`config.mk`:
```
export PLATFORM = sky130hd
export DESIGN_NAME = vga_sync_gen_flat
export DESIGN_NICKNAME = d
export VERILOG_FILES = /design/src/rtl/vga_sync_gen_if.sv /design/src/rtl/vga_sync_gen.sv /design/src/flat_wrapper.sv
export SDC_FILE = /design/constraint.sdc
export NUM_CORES = 1
export LEC_CHECK = 0
export CAP_MARGIN = 0
export CORE_MARGIN = 2
export CORE_UTILIZATION = 51
export DETAILED_ROUTE_END_ITERATION = 12
export PLACE_DENSITY_LB_ADDON = 0.05
export SLEW_MARGIN = 0
export SYNTH_ARGS = -nofsm -noshare
export SYNTH_HDL_FRONTEND = slang
export SYNTH_SLANG_ARGS = --single-unit
export TNS_END_PERCENT = 20
```
`constraint.sdc`:
```
create_clock -name clk -period 3.71 [get_ports clk]
set_input_delay 0.742 -clock clk [delete_from_list [all_inputs] [get_ports clk]]
set_output_delay 0.742 -clock clk [all_outputs]
set_load 0.1 [all_outputs]
```
`src/rtl/vga_sync_gen_if.sv`:
```
// VGA timing bundle: counters, syncs, active-video qualifier and ticks.
interface vga_sync_gen_if;
    logic [9:0] hCount;
    logic [9:0] vCount;
    logic       hSync;
    logic       vSync;
    logic       bright;
    logic       pix_tick;
    logic       frame_tick;

    modport master (
        output hCount, vCount, hSync, vSync, bright, pix_tick, frame_tick
    );

    modport slave (
        input hCount, vCount, hSync, vSync, bright, pix_tick, frame_tick
    );
endinterface

```
`src/rtl/vga_sync_gen.sv`:
```
// 640x480@60 VGA timing generator running from the board clock with an
// internal pixel-enable divider. All outputs are registered.
module vga_sync_gen #(
    parameter int unsigned CLK_DIV     = 4,
    parameter int unsigned H_TOTAL     = 800,
    parameter int unsigned H_SYNC      = 96,
    parameter int unsigned H_ACT_START = 144,
    parameter int unsigned H_ACT_END   = 784,
    parameter int unsigned V_TOTAL     = 525,
    parameter int unsigned V_SYNC      = 2,
    parameter int unsigned V_ACT_START = 35,
    parameter int unsigned V_ACT_END   = 515
) (
    input  logic           clk,
    input  logic           rst,
    vga_sync_gen_if.master vga
);

    localparam int unsigned     DivW    = (CLK_DIV > 2) ? $clog2(CLK_DIV) : 1;
    localparam logic [DivW-1:0] DivLast = DivW'(CLK_DIV - 1);
    localparam logic [9:0]      HLast   = 10'(H_TOTAL - 1);
    localparam logic [9:0]      VLast   = 10'(V_TOTAL - 1);
    localparam logic [9:0]      HSyncE  = 10'(H_SYNC);
    localparam logic [9:0]      VSyncE  = 10'(V_SYNC);
    localparam logic [9:0]      HActS   = 10'(H_ACT_START);
    localparam logic [9:0]      HActE   = 10'(H_ACT_END);
    localparam logic [9:0]      VActS   = 10'(V_ACT_START);
    localparam logic [9:0]      VActE   = 10'(V_ACT_END);

    logic [DivW-1:0] div_q, div_d;
    logic [9:0]      h_cnt_q, h_cnt_d;
    logic [9:0]      v_cnt_q, v_cnt_d;
    logic            hsync_q, hsync_d;
    logic            vsync_q, vsync_d;
    logic            bright_q, bright_d;
    logic            pix_tick_q, pix_tick_d;
    logic            frame_tick_q, frame_tick_d;

    logic div_wrap;
    logic h_wrap;
    logic v_wrap;

    // Divider and pixel/line counter next state; counters move only on div wrap.
    always_comb begin
        div_wrap = (div_q == DivLast);
        h_wrap   = div_wrap && (h_cnt_q == HLast);
        v_wrap   = h_wrap && (v_cnt_q == VLast);

        div_d = div_wrap ? '0 : div_q + 1'b1;

        h_cnt_d = h_cnt_q;
        if (div_wrap) begin
            h_cnt_d = h_wrap ? 10'd0 : h_cnt_q + 10'd1;
        end

        v_cnt_d = v_cnt_q;
        if (h_wrap) begin
            v_cnt_d = v_wrap ? 10'd0 : v_cnt_q + 10'd1;
        end
    end

    // Derived outputs use next-state counters so they land on the same edge.
    always_comb begin
        hsync_d      = (h_cnt_d >= HSyncE);
        vsync_d      = (v_cnt_d >= VSyncE);
        bright_d     = (h_cnt_d >= HActS) && (h_cnt_d < HActE) &&
                       (v_cnt_d >= VActS) && (v_cnt_d < VActE);
        pix_tick_d   = div_wrap;
        frame_tick_d = v_wrap;
    end

    // State and output registers.
    always_ff @(posedge clk or negedge rst) begin
        if (!rst) begin
            div_q        <= '0;
            h_cnt_q      <= '0;
            v_cnt_q      <= '0;
            hsync_q      <= 1'b0;
            vsync_q      <= 1'b0;
            bright_q     <= 1'b0;
            pix_tick_q   <= 1'b0;
            frame_tick_q <= 1'b0;
        end else begin
            div_q        <= div_d;
            h_cnt_q      <= h_cnt_d;
            v_cnt_q      <= v_cnt_d;
            hsync_q      <= hsync_d;
            vsync_q      <= vsync_d;
            bright_q     <= bright_d;
            pix_tick_q   <= pix_tick_d;
            frame_tick_q <= frame_tick_d;
        end
    end

    assign vga.hCount     = h_cnt_q;
    assign vga.vCount     = v_cnt_q;
    assign vga.hSync      = hsync_q;
    assign vga.vSync      = vsync_q;
    assign vga.bright     = bright_q;
    assign vga.pix_tick   = pix_tick_q;
    assign vga.frame_tick = frame_tick_q;

endmodule

```
`src/flat_wrapper.sv`:
```
// flat-port wrapper written by rule: the top's interface ports become plain ports
module vga_sync_gen_flat 
#(
    parameter int unsigned CLK_DIV     = 4,
    parameter int unsigned H_TOTAL     = 800,
    parameter int unsigned H_SYNC      = 96,
    parameter int unsigned H_ACT_START = 144,
    parameter int unsigned H_ACT_END   = 784,
    parameter int unsigned V_TOTAL     = 525,
    parameter int unsigned V_SYNC      = 2,
    parameter int unsigned V_ACT_START = 35,
    parameter int unsigned V_ACT_END   = 515
)
  (clk, rst, vga_hCount, vga_vCount, vga_hSync, vga_vSync, vga_bright, vga_pix_tick, vga_frame_tick);
  vga_sync_gen_if vga_i ();
  input  logic clk;
  input  logic rst;
  output wire logic [$bits(vga_i.hCount)-1:0] vga_hCount;
  output wire logic [$bits(vga_i.vCount)-1:0] vga_vCount;
  output wire logic [$bits(vga_i.hSync)-1:0] vga_hSync;
  output wire logic [$bits(vga_i.vSync)-1:0] vga_vSync;
  output wire logic [$bits(vga_i.bright)-1:0] vga_bright;
  output wire logic [$bits(vga_i.pix_tick)-1:0] vga_pix_tick;
  output wire logic [$bits(vga_i.frame_tick)-1:0] vga_frame_tick;
  assign vga_hCount = vga_i.hCount;
  assign vga_vCount = vga_i.vCount;
  assign vga_hSync = vga_i.hSync;
  assign vga_vSync = vga_i.vSync;
  assign vga_bright = vga_i.bright;
  assign vga_pix_tick = vga_i.pix_tick;
  assign vga_frame_tick = vga_i.frame_tick;
  vga_sync_gen #(.CLK_DIV(CLK_DIV), .H_TOTAL(H_TOTAL), .H_SYNC(H_SYNC), .H_ACT_START(H_ACT_START), .H_ACT_END(H_ACT_END), .V_TOTAL(V_TOTAL), .V_SYNC(V_SYNC), .V_ACT_START(V_ACT_START), .V_ACT_END(V_ACT_END)) u_core (.clk(clk), .rst(rst), .vga(vga_i));
endmodule
```
==> flow_metrics.py <==
metrics = {
    "drt": {
        "drtPass1Iterations": 4,
        "drc_errors": 0,
        "antenna_left": 0,
        "drt-initial-drc-count": 45,
        "vias": 1153,
        "wl_um": 2870,
        "post_drt_wl_per_cell_um": 14.3,
        "vias_per_cell": 5.74,
    },
    "critical_path": {
        "cp-start-kind": "flip-flop",
        "path_max_fanout": 11,
        "critical_path_arrival_ns": 2.10,
        "crit_slowest_cell": "clkdlybuf4s50_1",
        "path_cells": "clkdlybuf4s50_1",
        "critPathKind": "reg2out",
        "cp_top_family": "buffers and inverters",
        "end_kind": "output port",
        "cp.required_ns": 2.97,
        "rr_worst_depth": 8,
        "worst-path-buf-inv": 1,
        "max_stage_delay_ns": 1.21,
        "path_depth": 1,
    },
    "power": {
        "p_per_area_nw_per_um2": 247,
        "clock_power_share_pct": 29.2,
        "pwr-share-comb_pct": 1.7,
        "power_uw": 426,
        "peakVddDrop_uv": 183,
        "switching_share_pct": 20.7,
        "p_sw_uw": 88.0,
        "power.internal_uw": 338,
        "p_seq_share_pct": 69.1,
        "p_leak_uw": 0.000707,
    },
    "floorplanning": {
        "initial_core_util_pct": 52.5,
        "core_um2": 2690,
        "die_area_um2": 3200,
        "rows": 19,
        "die_width_um": 56.6,
        "die_y_um": 56.6,
        "io_pins": 27,
    },
    "clock_network": {
        "path_clk_slew_ns": 0.13,
        "clkLatencyLatePin_ns": 0.32,
        "cts_inserted_buffers": 3,
        "ctsResizeCount": 0,
        "cts_setup_buffers": 0,
        "tritoncts": "yes",
        "cts_buffer_depth": 2,
        "clkSinkCount": 27,
        "htree_levels": 1,
        "clock-root-buffer": "clkbuf_4",
        "hold_buffers": 0,
    },
    "timing": {
        "period_needed_ns": 2.84,
        "worst_slew_pin_slew_ns": 0.988,
        "hold_viol": 0,
        "setup_viol": 0,
        "max_freq_ghz": 0.352,
        "setup_slack_ns": 0.870,
        "fin_tns_setup_ns": 0,
        "finalMaxSlewViolations": 0,
        "rsz0062_at_grt": "no",
        "period_share_pct": 76.5,
        "fin_skew_ns": 0.00634,
        "slew_headroom_pct": 33.9,
    },
    "synthesis": {
        "syn_inst": 143,
        "synthArstFlopShare_pct": 100,
        "syn_avg_cell_area_um2": 9.87,
        "synth.most_common_cell": "dfrtp_1",
        "ys.flop_type": "dfrtp_1",
        "yosys_warnings": 0,
        "synth_fp_nets": 149,
        "syn-cell-area_um2": 1410,
        "ys_types": 37,
        "synth_common_cells": "dfrtp_1 (27), nor2_1 (14), nand2_1 (12)",
        "yosys.area.top_type": "dfrtp_1",
        "ys_seq_elements": 27,
        "synth-edff-count": 0,
        "synth_top_cell_area_share_pct": 47.9,
        "synth_seq_area_share_pct": 47.9,
        "yosys-top-cells-area": "dfrtp_1 (48%), xnor2_1 (5.0%), nor2_1 (3.7%)",
    },
    "cells_and_area": {
        "antennaDiodeCount": 0,
        "fillCellCount": 212,
        "area_growth_syn_to_layout_pct": 22.4,
        "final_nets": 177,
        "drive_above_1_share_pct": 8.24,
    },
    "outcome": {
        "status": "finished clean",
    },
    "placement": {
        "place_ws_ns": 0.980,
        "place.gp.congestion": 0.821,
        "numPortBuffers": 26,
        "place_hpwl_um": 2070,
    },
    "flow_run": {
        "drv_cap": 0,
    },
    "global_route": {
        "grt_util_all_layers_pct": 19.3,
        "grt_max_degree": 28,
        "grt_pass1_vias": 1078,
        "grt_pass1_wl_um": 4900,
        "antenna_found_initial": 0,
        "grt-ovfl-total": 0,
    },
    "hold_path": {
        "min_path_cells": 1,
        "hp-class": "reg2reg",
    },
}
final timing paths:
path | from | end | slack [ns]
worst max register to register | u_core.div_q[0] | u_core.vga.bright | 0.95
worst max-delay path | u_core.vga.hCount[6] | vga_hCount[6] | 0.87
min in group asynchronous | rst | u_core.vga.vCount[4] | 0.79
worst min-delay path | u_core.div_q[0] | u_core.div_q[0] | 0.44
max in group asynchronous | rst | u_core.vga.hCount[6] | 2.66
worst min register to register | u_core.div_q[0] | u_core.div_q[0] | 0.44
cell families (layout without fill, tap and decap cells):
family | count (synthesis) | count (layout) | synth area share [%]
DFF | 27 | 27 | 47.9
and+or+nand+nor | 63 | 63 | 25.2
buffers and inverters | 12 | 39 | 3.99
adders and majority gates | 4 | 4 | 3.55
muxes | 3 | 3 | 2.13
AOI/OAI and AO/OA | 23 | 23 | 10.5
xor gates and xnor gates | 11 | 11 | 6.83
layer usage:
metal	vias to the layer above	GRT usage (%)	part of all wire [%]
met3	2	2.76	5.6
met2	37	31.4	47
met5	-	0	0
met1	550	25.9	47
met4	0	7.48	0.59
li1	564	-	-
placed cells by master, fill, tap and decap left out, types with 2 or more instances in the layout:
| cell | synthesis | routed |
|---|---|---|
| nor3_1 | 3 | 3 |
| inv_1 | 7 | 7 |
| nor2b_1 | 2 | 2 |
| clkdlybuf4s50_1 | 0 | 26 |
| clkbuf_4 | 0 | 3 |
| or4_4 | 2 | 2 |
| nand4_1 | 6 | 6 |
| ha_1 | 4 | 4 |
| o22ai_1 | 2 | 2 |
| or3_1 | 3 | 3 |
| a31oi_1 | 2 | 2 |
| nand2_1 | 12 | 12 |
| nand3_1 | 9 | 9 |
| nor3b_1 | 2 | 2 |
| mux2i_1 | 3 | 3 |
| dfrtp_1 | 27 | 27 |
| nor2_1 | 14 | 14 |
| a21oi_1 | 2 | 2 |
| xnor2_1 | 8 | 8 |
| xor2_1 | 3 | 3 |
| o21ai_0 | 10 | 10 |
| and3_1 | 3 | 3 |
| buf_4 | 1 | 2 |
cell type report:
type | instances | area (µm²) | area share [%]
multi-input combinational | 104 | 686 | 39.7
inverter | 7 | 26.3 | 1.52
timing repair buffer | 28 | 275 | 15.9
clock buffer | 4 | 26.3 | 1.52
sequential | 27 | 676 | 39.1
tap | 31 | 38.8 | 2.24
metrics by stage:
stage | hold WS, ns | instance area [µm²] | cells | utilization [%]
floorplan | 0.403 | 1410 | 143 | -
global placement | 0.413 | 1700 | 197 | 63.3
detailed placement | 0.422 | 1700 | 197 | 63.3
CTS | 0.440 | 1730 | 201 | 64.3
global route | 0.470 | 1730 | 201 | 64.3
finish | 0.440 | 1730 | 201 | 64.3
power by group through the flow:
stage | Sequential, µW | Combinational [µW] | Clock, µW
floorplan | 300 | 0.000243 | 0
global placement | 300 | 7.60 | 0
detailed placement | 300 | 7.91 | 0
CTS | 294 | 7.84 | 131
global route | 294 | 8.71 | 141
finish | 294 | 7.39 | 124
sequential cells by signal, summed over array words and instances (netlist names):
| register | flops |
|---|---|
| u_core.vga.pix_tick | 1 |
| u_core.vga.vSync | 1 |
| u_core.vga.hSync | 1 |
| u_core.vga.vCount | 10 |
| u_core.vga.frame_tick | 1 |
| u_core.vga.bright | 1 |
| u_core.div_q | 2 |
| u_core.vga.hCount | 10 |
Note: power is estimated with default switching activity, not from simulation.
